--- src/rtl/reg_file_scoreboard.sv ---
// reg_file_scoreboard
//   General-purpose register file with a per-register busy scoreboard.
//   Register 0 is hard-wired to zero and can never be marked busy.
//   Reads are combinational and bypass a same-cycle write-back, so decode
//   sees the freshest value and a cleared busy bit without an extra cycle.
//
// Ports
//   clk, reset          rising-edge clock, async active-high reset
//   ra_addr/ra_data/ra_busy   read port A (combinational)
//   rb_addr/rb_data/rb_busy   read port B (combinational)
//   wr_en/wr_addr/wr_data     write-back port (clears busy)
//   issue_en/issue_addr       decode issue port (sets busy)
//   issue_busy                busy state of issue_addr, with write-back bypass
//   busy_vec                  registered busy bits, bit i = register i
//   waw_err                   sticky flag: issue onto an already-busy register

// Single write-enabled register element used for each architectural register.
module reg_file_scoreboard_entry #(
  parameter int WIDTH = 32
) (
  input  logic             clk,
  input  logic             reset,
  input  logic             en,
  input  logic [WIDTH-1:0] d,
  output logic [WIDTH-1:0] q
);

  // Hold the stored value unless the write strobe for this entry is set.
  always_ff @(posedge clk or posedge reset) begin
    if (reset)
      q <= '0;
    else if (en)
      q <= d;
  end

endmodule

module reg_file_scoreboard #(
  parameter int WIDTH  = 32,
  parameter int ADDR_W = 5
) (
  input  logic                 clk,
  input  logic                 reset,
  input  logic [ADDR_W-1:0]    ra_addr,
  output logic [WIDTH-1:0]     ra_data,
  output logic                 ra_busy,
  input  logic [ADDR_W-1:0]    rb_addr,
  output logic [WIDTH-1:0]     rb_data,
  output logic                 rb_busy,
  input  logic                 wr_en,
  input  logic [ADDR_W-1:0]    wr_addr,
  input  logic [WIDTH-1:0]     wr_data,
  input  logic                 issue_en,
  input  logic [ADDR_W-1:0]    issue_addr,
  output logic                 issue_busy,
  output logic [2**ADDR_W-1:0] busy_vec,
  output logic                 waw_err
);

  localparam int NREG = 2**ADDR_W;

  logic [WIDTH-1:0] regs [NREG];
  logic [NREG-1:0]  busy;
  logic             wr_valid;
  logic             issue_valid;

  // Address 0 is a sink: writes and issues to it have no effect anywhere.
  assign wr_valid    = wr_en && (wr_addr != '0);
  assign issue_valid = issue_en && (issue_addr != '0);

  assign regs[0] = '0;

  genvar i;
  generate
    for (i = 1; i < NREG; i++) begin : g_entry
      reg_file_scoreboard_entry #(.WIDTH(WIDTH)) u_entry (
        .clk   (clk),
        .reset (reset),
        .en    (wr_valid && (wr_addr == ADDR_W'(i))),
        .d     (wr_data),
        .q     (regs[i])
      );
    end
  endgenerate

  // Scoreboard update. The issue assignment comes after the write-back
  // clear so a same-edge issue and write to one register leaves it busy:
  // the newly issued producer is still outstanding.
  always_ff @(posedge clk or posedge reset) begin
    if (reset) begin
      busy    <= '0;
      waw_err <= 1'b0;
    end else begin
      if (wr_valid)
        busy[wr_addr] <= 1'b0;
      if (issue_valid)
        busy[issue_addr] <= 1'b1;
      if (issue_valid && issue_busy)
        waw_err <= 1'b1;
    end
  end

  assign busy_vec = busy;

  // Read ports and issue check bypass the write-back happening this cycle.
  // busy[0] is never set and regs[0] is zero, so address 0 needs no
  // special case here.
  always_comb begin
    ra_data    = regs[ra_addr];
    ra_busy    = busy[ra_addr];
    rb_data    = regs[rb_addr];
    rb_busy    = busy[rb_addr];
    issue_busy = busy[issue_addr];
    if (wr_valid && (wr_addr == ra_addr)) begin
      ra_data = wr_data;
      ra_busy = 1'b0;
    end
    if (wr_valid && (wr_addr == rb_addr)) begin
      rb_data = wr_data;
      rb_busy = 1'b0;
    end
    if (wr_valid && (wr_addr == issue_addr))
      issue_busy = 1'b0;
  end

endmodule

--- config.mk ---
export PLATFORM = sky130hd
export DESIGN_NAME = reg_file_scoreboard
export DESIGN_NICKNAME = d
export VERILOG_FILES = /design/src/rtl/reg_file_scoreboard.sv
export SDC_FILE = /design/constraint.sdc
export NUM_CORES = 2
export LEC_CHECK = 0
export CORE_MARGIN = 4
export CORE_UTILIZATION = 57
export CTS_CLUSTER_DIAMETER = 80
export DETAILED_ROUTE_END_ITERATION = 7
export PLACE_DENSITY = 0.77
export SLEW_MARGIN = 20
export SYNTH_ARGS = -nofsm -noshare
export SYNTH_HDL_FRONTEND = slang
export SYNTH_HIERARCHICAL = 1
export SYNTH_SLANG_ARGS = --single-unit
--- constraint.sdc ---
create_clock -name clk -period 2.87 [get_ports clk]
set_input_delay 0.7175 -clock clk [delete_from_list [all_inputs] [get_ports clk]]
set_output_delay 0.7175 -clock clk [all_outputs]
set_load 0.01 [all_outputs]
==> results.txt <==
- STA classifies the critical path startpoint as an input port.
* Worst slew margin relative to its limit: a little over a tenth
- Y dimension of the die: 336 um
* Drt via density: between 7 and 8
* Highest-count cells in the layout ignoring fill and taps: sky130_fd_sc_hd__dfrtp_1 (1018), sky130_fd_sc_hd__mux2_4 (944), sky130_fd_sc_hd__buf_4 (738)
- Summing the areas of all compound-gate instances in the mapped netlist gives around 7% of the synthesized area.
- The Yosys step of the flow raised 6 warnings.
* Source of the worst register-to-register timing path: busy_vec[31]
* Status: complete, but fails checks
* Share of final-layout standard cells stronger than drive strength 1: 65.4%
* Area of the core: between 100000 and 150000 um^2
- Setup repair after global routing missed its margin: true
- The initial antenna violation count came to 11.
* Depth of the CTS H-tree: 3
- Flop and latch count out of synthesis: approximately 1000
- Across all register-to-register paths, the minimum setup slack is between 800 and 900 ps.
- The worst register-to-register path ends at waw_err.
- Share of the yosys chip area belonging to registers: 41.8%
- Walking the worst path, the cells encountered are buf_16, buf_4, nor2_2, buf_4, a222oi_1, nand2_1, a31oi_4, a41oi_4, buf_12.
- On the worst path, the slowest cell contributes a delay of 1130 ps.
* Total of buffers placed on input and output ports: ~160
* Cell area after layout: approximately 80000 um^2
* Clock-pin slew reported for the worst setup and hold paths after clock tree synthesis: ~60 ps
* Reported leakage power: 35.7 nW
* Area after detailed placement: 71600 um^2
- Together, buffers and inverters on the worst path number 4.
- For the worst flop-to-flop path, the logic depth is 7.
* Number of instances in the synthesized netlist: a little over 4000
- The area growth from synthesis to layout is 31.9%.
- Global Route Usage Sum: 43.0%
- I/O pin count: ~160
* Number of endpoints failing setup at the final stage: 67
* Adder-cell area share of the yosys netlist: 0%
- Std cell rows: 120
* TritonCTS clock tree: done
- Initial drt markers: 8122
* Clock Tree Root: sky130_fd_sc_hd__clkbuf_16
- Largest delay share family, worst path: compound AO/OA/AOI/OAI gates
* Critical-path top delay cell: sky130_fd_sc_hd__a222oi_1
* Number of buffers inserted by hold repair at cts: 0
- After synthesis, the largest family of logic cells by area is multiplexers.
- The worst path uses 157% of the clock period.
- Maximum clock skew at final layout: 16.9 ps
* Main area contributors after synthesis: sky130_fd_sc_hd__dfrtp_1 (42%), sky130_fd_sc_hd__mux2_4 (23%), sky130_fd_sc_hd__mux4_2 (11%)
- In this run the deepest clock path goes through 3 buffers.
- Dividing total power by cell area gives a power density of 647 nW/um^2.
* Total count of hold-check failures in the final report: 0
- Global routing finished with a remaining overflow of 0.
* Worst Hold Class: in -> async
- At the end of routability-driven placement, the weighted congestion stood at 0.983.
* Share of cell area taken by muxes after synthesis: 42.2%
- The library cell used most frequently in the layout, excluding fill and tap cells, is sky130_fd_sc_hd__dfrtp_1.
- In the post-route analysis, the smallest setup slack over all paths is -1630 ps.
- Of all nets on the critical path, the largest fanout is 7.
- Derived from the worst setup path, the maximum achievable clock frequency is 222 MHz.
* Final critical path time including I/O delays and setup: 4500 ps
- Fraction of synthesized cell area in xor and xnor cells: 0.214%
- Summing the areas of all and, or, nand and nor instances in the mapped netlist gives 2.62% of the synthesized area.
- Total design power: 52.4 mW
- The final count of pins violating max slew is 0.
- Of all cell types, the one taking the most synthesized area is sky130_fd_sc_hd__dfrtp_1.
* Total DRC errors in the routed layout: 23
- Final wirelength: 269000 um
* Clock latency of the later-clocked register in the worst-skew pair: about 760 ps
- The wire-length estimate of the detail-placed layout is 151000 um.
- Maximum ir drop on the vdd rail: 0.584 mV
* Multi-input gate area in the final layout: approximately 35000 um^2
* Via count of the first global-routing pass: 50851
- Net count, final: between 5000 and 6000
* DIE WIDTH: 336 um
* Average detailed-routed wire length per instance: slightly above 40 um
* Number of clock buffers inserted by TritonCTS: 111
- The first detailed-routing pass ran for 8 iterations.
- Fill cells in the final layout number approximately 5500.
- Total vias in the final route: between 50000 and 60000
- At the pin with the least slew margin, the transition time is about 1300 ps.
- Once the floorplan was initialized, standard cells occupied between 50% and 60% of the core.
* Register Area: 25700 um^2
- Total Neg Setup Slack: -41100 ps
- Proportion of synthesized flip-flops having asynchronous set or reset: 100%
- The first global-routing pass estimated about 360000 um of wire.
* Remaining number of nets flagged by the antenna check after routing: 0
- Entering global routing, the biggest net connects 40 pins.
* Violations in the final reports: design-rule violations, negative setup slack
* Syn Area/Cell: 14.8 um^2
- Top FF cell, synth: sky130_fd_sc_hd__dfrtp_1
* Number of enable flip-flop cells after synthesis: 0
- Worst EP required: 2150 ps
- Synthesis produced a netlist with a net count of roughly 4200.
- STA classifies the critical path endpoint as an output pin.
* Area of the mapped netlist: 61400 um^2
- The die covers 113000 um^2.
- Max Cap Viol: 0
* Yosys top cell area share: between 40% and 50%
- Clock tree synthesis found a total of between 1000 and 1500 sinks.
* Worst Path Arrival: 3780 ps
* CP most frequent cell: sky130_fd_sc_hd__buf_4
- Distinct cell type count after synthesis: 57
* Critical path type: in -> out
## layer usage
metal	routed length, um	up-vias	track usage (%)
met1	86700	25343	53.0
li1	-	17992	-
met4	30900	14	32.7
met5	350	-	0
met3	39200	2030	14.1
met2	111000	5541	62.9
## worst reg2reg max path, cell delays in order, from the launching register on
cell,delay (ps)
sky130_fd_sc_hd__dfrtp_2,430
sky130_fd_sc_hd__buf_6,120
sky130_fd_sc_hd__mux4_2,450
sky130_fd_sc_hd__o2111a_1,250
sky130_fd_sc_hd__nor3_2,210
sky130_fd_sc_hd__a21oi_2,110
sky130_fd_sc_hd__buf_4,150
sky130_fd_sc_hd__a21o_1,140
## cell families after synthesis
| kind of cell | after synthesis |
|---|---|
| AO/OA/AOI/OAI | 646 |
| XOR/XNOR | 15 |
| buffers and inverters | 434 |
| flip-flops | 1025 |
| multiplexers | 1704 |
| AND/OR/NAND/NOR | 334 |
## state kept, by name, summed over array words and instances, names as in the netlist
| signal | flops |
|---|---|
| waw_err | 1 |
| g_entry.u_entry/q | 992 |
| busy_vec | 32 |
## timing repair
| item | 4_1_cts | 5_1_grt |
|---|---|---|
| setup endpoints to repair | 67 | 67 |
| gates cloned | 22 | 12 |
| resized for setup | 772 | 257 |
| hold endpoints to repair | 0 | 0 |
| pin swaps | 89 | 103 |
| buffers inserted | 87 | 77 |
## stage by stage
stage | instances | hold slack [ps] | util, % | worst slack, ps
2_1_floorplan | 4158 | 491 | - | -46.3
3_3_place_gp | 6290 | 446 | 66.9 | -1580
3_5_place_dp | 6290 | 449 | 66.9 | -1620
4_1_cts | 6585 | 266 | 74.0 | -575
5_1_grt | 6650 | 297 | 75.6 | -1420
6_report | 6659 | 278 | 75.6 | -1630
## cell usage after synthesis (all sizes together) (3+ instances only)
cell     number
nor3b         3
nor3         40
nand3         9
a211oi        4
a222oi       29
inv          44
o31ai        28
a21oi        95
nand2        76
nand4         6
xnor2         8
dfrtp      1025
or2           6
clkbuf       91
buf         298
nor4          6
a22o         28
xor2          7
or3          32
o22ai       181
mux4        297
mux2i       115
nor2b        34
a2111oi       3
o21ai       118
mux2       1292
a22oi        58
nor2        100
a41oi        29
nand2b       18
a31oi        32
a221o        30
## worst max path at each step
| stage | start | endpoint | slack [ps] | cells after the start |
|---|---|---|---|---|
| floorplan | rb_addr[2] | rb_data[4] | -50 | 8 |
| global placement | ra_addr[2] | ra_data[7] | -1580 | 13 |
| detailed placement | ra_addr[4] | ra_data[21] | -1620 | 10 |
| CTS | ra_addr[0] | ra_data[20] | -580 | 10 |
| global route | ra_addr[0] | ra_data[6] | -1420 | 9 |
| finish | ra_addr[0] | ra_data[6] | -1630 | 9 |
## cell type report
cell class              instances  area share, %
clock inverters                46          0.673
well taps                    1403           2.17
inverters                      45          0.209
repair buffers               1275           17.5
multi-input cells            2700           43.7
diodes                          9         0.0278
flip-flops and latches       1025           31.7
clock buffers                 156           4.04
## report_power, final
part           total [mW]  switching [mW]  internal [mW]
clock network        15.4            6.69           8.74
registers            20.4            3.06           17.3
logic                16.6            7.18           9.41
Power figures use the tool's default switching activity.
